[config.mk]
export PLATFORM = sky130hd
export DESIGN_NAME = fft_input_loader
export DESIGN_NICKNAME = d
export VERILOG_FILES = /design/src/rtl/fft_input_loader.sv
export SDC_FILE = /design/constraint.sdc
export NUM_CORES = 1
export LEC_CHECK = 0
export CAP_MARGIN = 20
export CELL_PAD_IN_SITES_DETAIL_PLACEMENT = 0
export CELL_PAD_IN_SITES_GLOBAL_PLACEMENT = 1
export CORE_MARGIN = 1
export CORE_UTILIZATION = 36
export CTS_BUF_LIST = sky130_fd_sc_hd__clkbuf_4 sky130_fd_sc_hd__clkbuf_8
export CTS_CLUSTER_DIAMETER = 50
export CTS_CLUSTER_SIZE = 24
export DETAILED_ROUTE_END_ITERATION = 8
export DONT_BUFFER_PORTS = 1
export GPL_TIMING_DRIVEN = 0
export PLACE_DENSITY = 0.62
export SLEW_MARGIN = 30
export SYNTH_ARGS = -nofsm -noshare
export SYNTH_HDL_FRONTEND = slang
export SYNTH_SLANG_ARGS = --single-unit
[constraint.sdc]
create_clock -name iCLK -period 5.8 [get_ports iCLK]
set_clock_uncertainty 0.1 [all_clocks]
set_input_delay 1.16 -clock iCLK [delete_from_list [all_inputs] [get_ports iCLK]]
set_output_delay 1.16 -clock iCLK [all_outputs]
set_load 0.05 [all_outputs]
[src/rtl/fft_input_loader.sv]
// Streams one 2048-point complex frame into four 512-word banks, then starts the FFT sequencer.
// Optional frame-length checking and zero padding: define FFT_LOADER_FRAME_CHECK_EN.
module fft_input_loader #(
  parameter int DATA_W   = 16,
  parameter int N_POINTS = 2048,
  parameter int ADDR_W   = 9
) (
  input  logic              iCLK,
  input  logic              iRESET,
  input  logic              iVALID,
  input  logic [DATA_W-1:0] iRE,
  input  logic [DATA_W-1:0] iIM,
  input  logic              iLAST,
  output logic              oREADY,
  output logic [3:0]        oWE_BANK,
  output logic [ADDR_W-1:0] oADDR_WR,
  output logic [DATA_W-1:0] oDATA_RE,
  output logic [DATA_W-1:0] oDATA_IM,
  output logic              oFFT_START,
  input  logic              iFFT_RDY,
  output logic              oBUSY,
  output logic              oFRAME_ERR
);

  localparam int CNT_W = ADDR_W + 2;

`ifdef FFT_LOADER_FRAME_CHECK_EN
  typedef enum logic [2:0] {IDLE, LOAD, START, WAIT_ACK, WAIT_DONE, FILL} state_t;
`else
  typedef enum logic [2:0] {IDLE, LOAD, START, WAIT_ACK, WAIT_DONE} state_t;
`endif

  state_t           state, next_state;
  logic [CNT_W-1:0] cnt;
  logic             last_cnt;
  logic             accept;
  logic             fill_wr;

  assign last_cnt = (cnt == CNT_W'(N_POINTS - 1));
  assign oREADY   = (state == LOAD);
  assign oBUSY    = (state != LOAD);

  always_ff @(posedge iCLK or posedge iRESET) begin
    if (iRESET) state <= IDLE;
    else        state <= next_state;
  end

  always_comb begin
    next_state = state;
    accept     = 1'b0;
    fill_wr    = 1'b0;
    case (state)
      IDLE:      if (iFFT_RDY) next_state = LOAD;
      LOAD: begin
        if (iVALID) begin
          accept = 1'b1;
          if (last_cnt) next_state = START;
`ifdef FFT_LOADER_FRAME_CHECK_EN
          else if (iLAST) next_state = FILL;
`endif
        end
      end
      START:     next_state = WAIT_ACK;
      WAIT_ACK:  if (!iFFT_RDY) next_state = WAIT_DONE;
      WAIT_DONE: if (iFFT_RDY) next_state = LOAD;
`ifdef FFT_LOADER_FRAME_CHECK_EN
      FILL: begin
        fill_wr = 1'b1;
        if (last_cnt) next_state = START;
      end
`endif
      default:   next_state = IDLE;
    endcase
  end

  // Bank select is the top two counter bits, so a radix-4 butterfly reads one word from each bank.
  always_ff @(posedge iCLK or posedge iRESET) begin
    if (iRESET) begin
      cnt        <= '0;
      oWE_BANK   <= '0;
      oADDR_WR   <= '0;
      oDATA_RE   <= '0;
      oDATA_IM   <= '0;
      oFFT_START <= 1'b0;
    end else begin
      oWE_BANK   <= '0;
      oFFT_START <= (state == START);
      if (accept || fill_wr) begin
        oWE_BANK <= 4'b0001 << cnt[CNT_W-1 -: 2];
        oADDR_WR <= cnt[ADDR_W-1:0];
        oDATA_RE <= fill_wr ? '0 : iRE;
        oDATA_IM <= fill_wr ? '0 : iIM;
        cnt      <= cnt + 1'b1;
      end
    end
  end

`ifdef FFT_LOADER_FRAME_CHECK_EN
  // An early marker or a missing marker on the final beat both flag the frame; only reset clears it.
  always_ff @(posedge iCLK or posedge iRESET) begin
    if (iRESET)                          oFRAME_ERR <= 1'b0;
    else if (accept && (iLAST != last_cnt)) oFRAME_ERR <= 1'b1;
  end
`else
  logic unused_last;
  assign unused_last = iLAST;
  assign oFRAME_ERR  = 1'b0;
`endif

endmodule

==> results.md <==
Timing:
- In the final timing run, aggregate negative setup slack is 0 ns.
- Based on the critical path, the design can be clocked at up to 330.5 MHz.
- The period utilization is between 50% and 60%.
- The setup violation total in the final timing report is 0.
- The final critical path time including I/O delays and setup is between 3 and 4 ns.
- The final number of max-transition violations came to 0.
- Setup repair after global routing left no endpoint under its margin.
- The number of hold violations in the final report is 0.

Yosys:
- The mapped netlist covers between 2000 and 2500 um^2.
- The synthesized netlist contains 26 unique library cells.
- The post-synthesis adder-cell area fraction is less than 1%.
- The count of flip-flops with a built-in enable after synthesis is 0.
- The post-synthesis register bit count is 60.
- After synthesis, the largest family of logic cells by area is simple AND/OR/NAND/NOR gates.
- The number of nets produced by synthesis is 296.
- Summing the areas of all xor and xnor instances in the mapped netlist gives approximately 3.9% of the synthesized area.
- The share of cell area taken by muxes after synthesis is 0%.
- The share of the yosys chip area belonging to registers is approximately 60%.
- Counting flops with an async set or reset pin after synthesis yields a share of 100.0%.
- The most used flip-flop cell after synthesis is dfrtp_1.
- Of the total synthesized cell area, the portion taken by AND, OR, NAND and NOR gates is between 20% and 30%.
- The Yosys step of the flow raised 0 warnings.
- The cell count after synthesis came out at between 200 and 300.
- The per-instance average area after synthesis is between 9 and 10 um^2.
- The post-synthesis compound-gate area fraction is ~1.9%.

Pwr:
- IR analysis of the VDD net gives a maximum drop of about 0.27 mV.
- Registers are responsible for approximately 61% of the overall power.
- Net switching is 52.61% of the power.
- The power density over cell area is between 600 and 700 nW/um^2.
- For this design the static power due to leakage is 0.001475 uW.
- The analysis attributes to net switching a power of roughly 960 uW.
- Per report_power, the combinational group accounts for about a fifth of the total.
- The fraction of power consumed by the clock network is between 15 and 20%.
- Cell internal power was estimated by the tool at around 870 uW.

Worst setup path:
- At the worst endpoint, the required time is roughly 4.5 ns.
- The worst setup path is of the reg -> out kind.
- Of all nets on the critical path, the largest fanout is 10.
- The data arrival time at the worst-slack endpoint is roughly 1.8 ns.
- The startpoint type of the worst setup path is a flip-flop.
- The capturing element type of the critical path is an output pin.

Die:
- In this run the horizontal extent of the chip is about 85 um.
- The cell row count is 29.
- Once the floorplan was initialized, standard cells occupied around two fifths of the core.
- In this run the count of I/O pins placed on the die edge is 86.
- The vertical die dimension is 85.17 um.
- The die covers approximately 7300 um^2.
- The core region is 6495 um^2.

Detailed routing:
- The first detailed-routing pass took 4 iterations.
- The number of design rule violations left after detail routing is 0.
- The number of vias in the routed layout is 1664.
- The number of design-rule violations left by the first detailed-router iteration is 75.
- For this block, the routed nets add up to 5115 um of wire.
- The number of vias per cell after detailed routing is between 4 and 5.
- The residual antenna-violating net count after detailed routing is 0.
- Dividing the detail-routed wire length by the instance count gives between 10 and 15 um.

Place:
- The half-perimeter wire length after detailed placement is 3421 um.
- The global placement routability congestion is between 0.6 and 0.7.
- In this run the tool buffered the top-level ports with 0 buffer cells.
- In this run the cell area measured after placement is ~2600 um^2.

Cells and area:
- The core utilization of the finished layout is a little over two fifths.
- Cells with a size suffix above 1 make up between 10% and 20% of the layout.
- The signed area change from the synthesized netlist to the final layout is 11.51%.
- 0 antenna diodes ended up in the layout.
- The number of nets in the layout is 308.
- The count of filler cells inserted in the layout is approximately 660.
- The final non-filler cell area is between 2000 and 3000 um^2.
- The top cell types in the final layout, fill and taps aside, are 132 x nand2_1, 60 x dfrtp_1, 10 x clkbuf_8, 8 x xor2_1, 7 x buf_2.
- The library cell used most frequently in the layout, excluding fill and tap cells, is nand2_1.

Clock network:
- In this run, post-CTS hold repair placed 0 buffers.
- TritonCTS built the clock tree.
- The number of gates resized after CTS was 0.
- The longest clock path from root to sink contains 2 buffers.
- The register clock-pin slew on the reported worst setup and hold paths is roughly 0.07 ns.
- The number of clock sinks is 60.
- At the later pin of the worst-skew pair, clock insertion delay measures 0.33 ns.
- The TritonCTS buffer count is 9.
- The root buffer cell is clkbuf_8.
- The H-tree depth is 3.
- The post-CTS setup buffer count is 0.

Global route:
- The largest net degree at the start of global routing is 46.
- The global-route wire length before repair is 8583 um.
- After global routing the overflow that remains totals 0.
- The total global-route track usage is roughly 16%.
- The via count of the first global-routing pass is roughly 1.7k.
- The initial antenna violation count came to 0.

Outcome:
- The run finished with clean final reports.

Flow run:
- The number of max-cap violations is 0.

Min path:
- The worst hold path belongs to the class reg -> reg.
final timing paths:
path                                           start                 endpoint  slack (ns)  cells after the start
worst max register to register  state[1]$_DFFE_PP0P_  oDATA_RE[2]$_DFFE_PP0P_        4.19                      6
max in group asynchronous                     iRESET  oADDR_WR[8]$_DFFE_PP0P_        4.59                      2
worst min register to register    cnt[9]$_DFFE_PP0P_    oWE_BANK[0]$_DFF_PP0_        0.41                      1
worst min-delay path              cnt[9]$_DFFE_PP0P_    oWE_BANK[0]$_DFF_PP0_        0.41                      1
worst max-delay path            state[1]$_DFFE_PP0P_                   oREADY        2.77                      4
min in group asynchronous                     iRESET  oDATA_RE[1]$_DFFE_PP0P_        0.52                      1
cell families after synthesis:
kind of cell / after synthesis
compound gates: 8
xor+xnor: 11
fa+ha+maj: 1
buf+inv: 18
flops: 60
other cells: 1
simple gates: 159
synthesized netlist by cell type (4+ instances only):
cell type | instances | area [um^2]
dfrtp_1 | 60 | 1501
xor2_1 | 8 | 70.07
nand4_1 | 4 | 25.02
nand2_1 | 132 | 495.5
buf_2 | 7 | 35.03
nor2_1 | 5 | 18.77
o21ai_0 | 4 | 20.02
nor3_1 | 5 | 25.02
buf_4 | 4 | 30.03
critical path, stage by stage (launching register included):
cell and delay (ns):
dfrtp_1 0.38, buf_2 0.18, nor2_1 0.10, nand2_1 0.31
inv_1 0.46
state kept, by name, summed over array words and instances (netlist names):
register,count
oADDR_WR,9
oWE_BANK,4
oFFT_START,1
state,3
oDATA_RE,16
oDATA_IM,16
cnt,11
cell type report:
type                    count  area, um^2  share of cell area (%)
repair buffers              1       27.53                  0.9914
well taps                  77       96.34                   3.470
plain buffers              15       102.6                   3.695
clock buffers              11       145.1                   5.228
inverters                   3       13.76                  0.4957
clock inverters             3       15.01                  0.5408
flip-flops and latches     60        1501                   54.08
multi-input cells         180       874.6                   31.50
metrics by stage:
stage | total power [uW] | hold WS (ns) | setup slack, ns | std cells
2_1_floorplan | 1422 | 0.3502 | 3.055 | 258
3_3_place_gp | 1513 | 0.4014 | 2.295 | 335
3_5_place_dp | 1527 | 0.3851 | 3.138 | 336
4_1_cts | 1849 | 0.4114 | 2.764 | 350
5_1_grt | 1944 | 0.4356 | 2.701 | 350
6_report | 1826 | 0.4053 | 2.775 | 350
per-layer routing:
layer	vias to the layer above	wire length, um	global-route usage, %
met4	0	86	9.707
met1	768	2453	21.42
li1	831	-	-
met5	-	0	0
met3	6	370	5.156
met2	59	2205	21.70
power groups by stage:
stage                     Sequential (uW)  Combinational [uW]  Clock [uW]
after floorplan                      1100                 326           0
after global placement               1130                 384           0
after detailed placement             1130                 397           0
after CTS                            1120                 397         330
after global routing                 1140                 453         351
final                                1120                 385         321
Power figures use the tool's default switching activity.
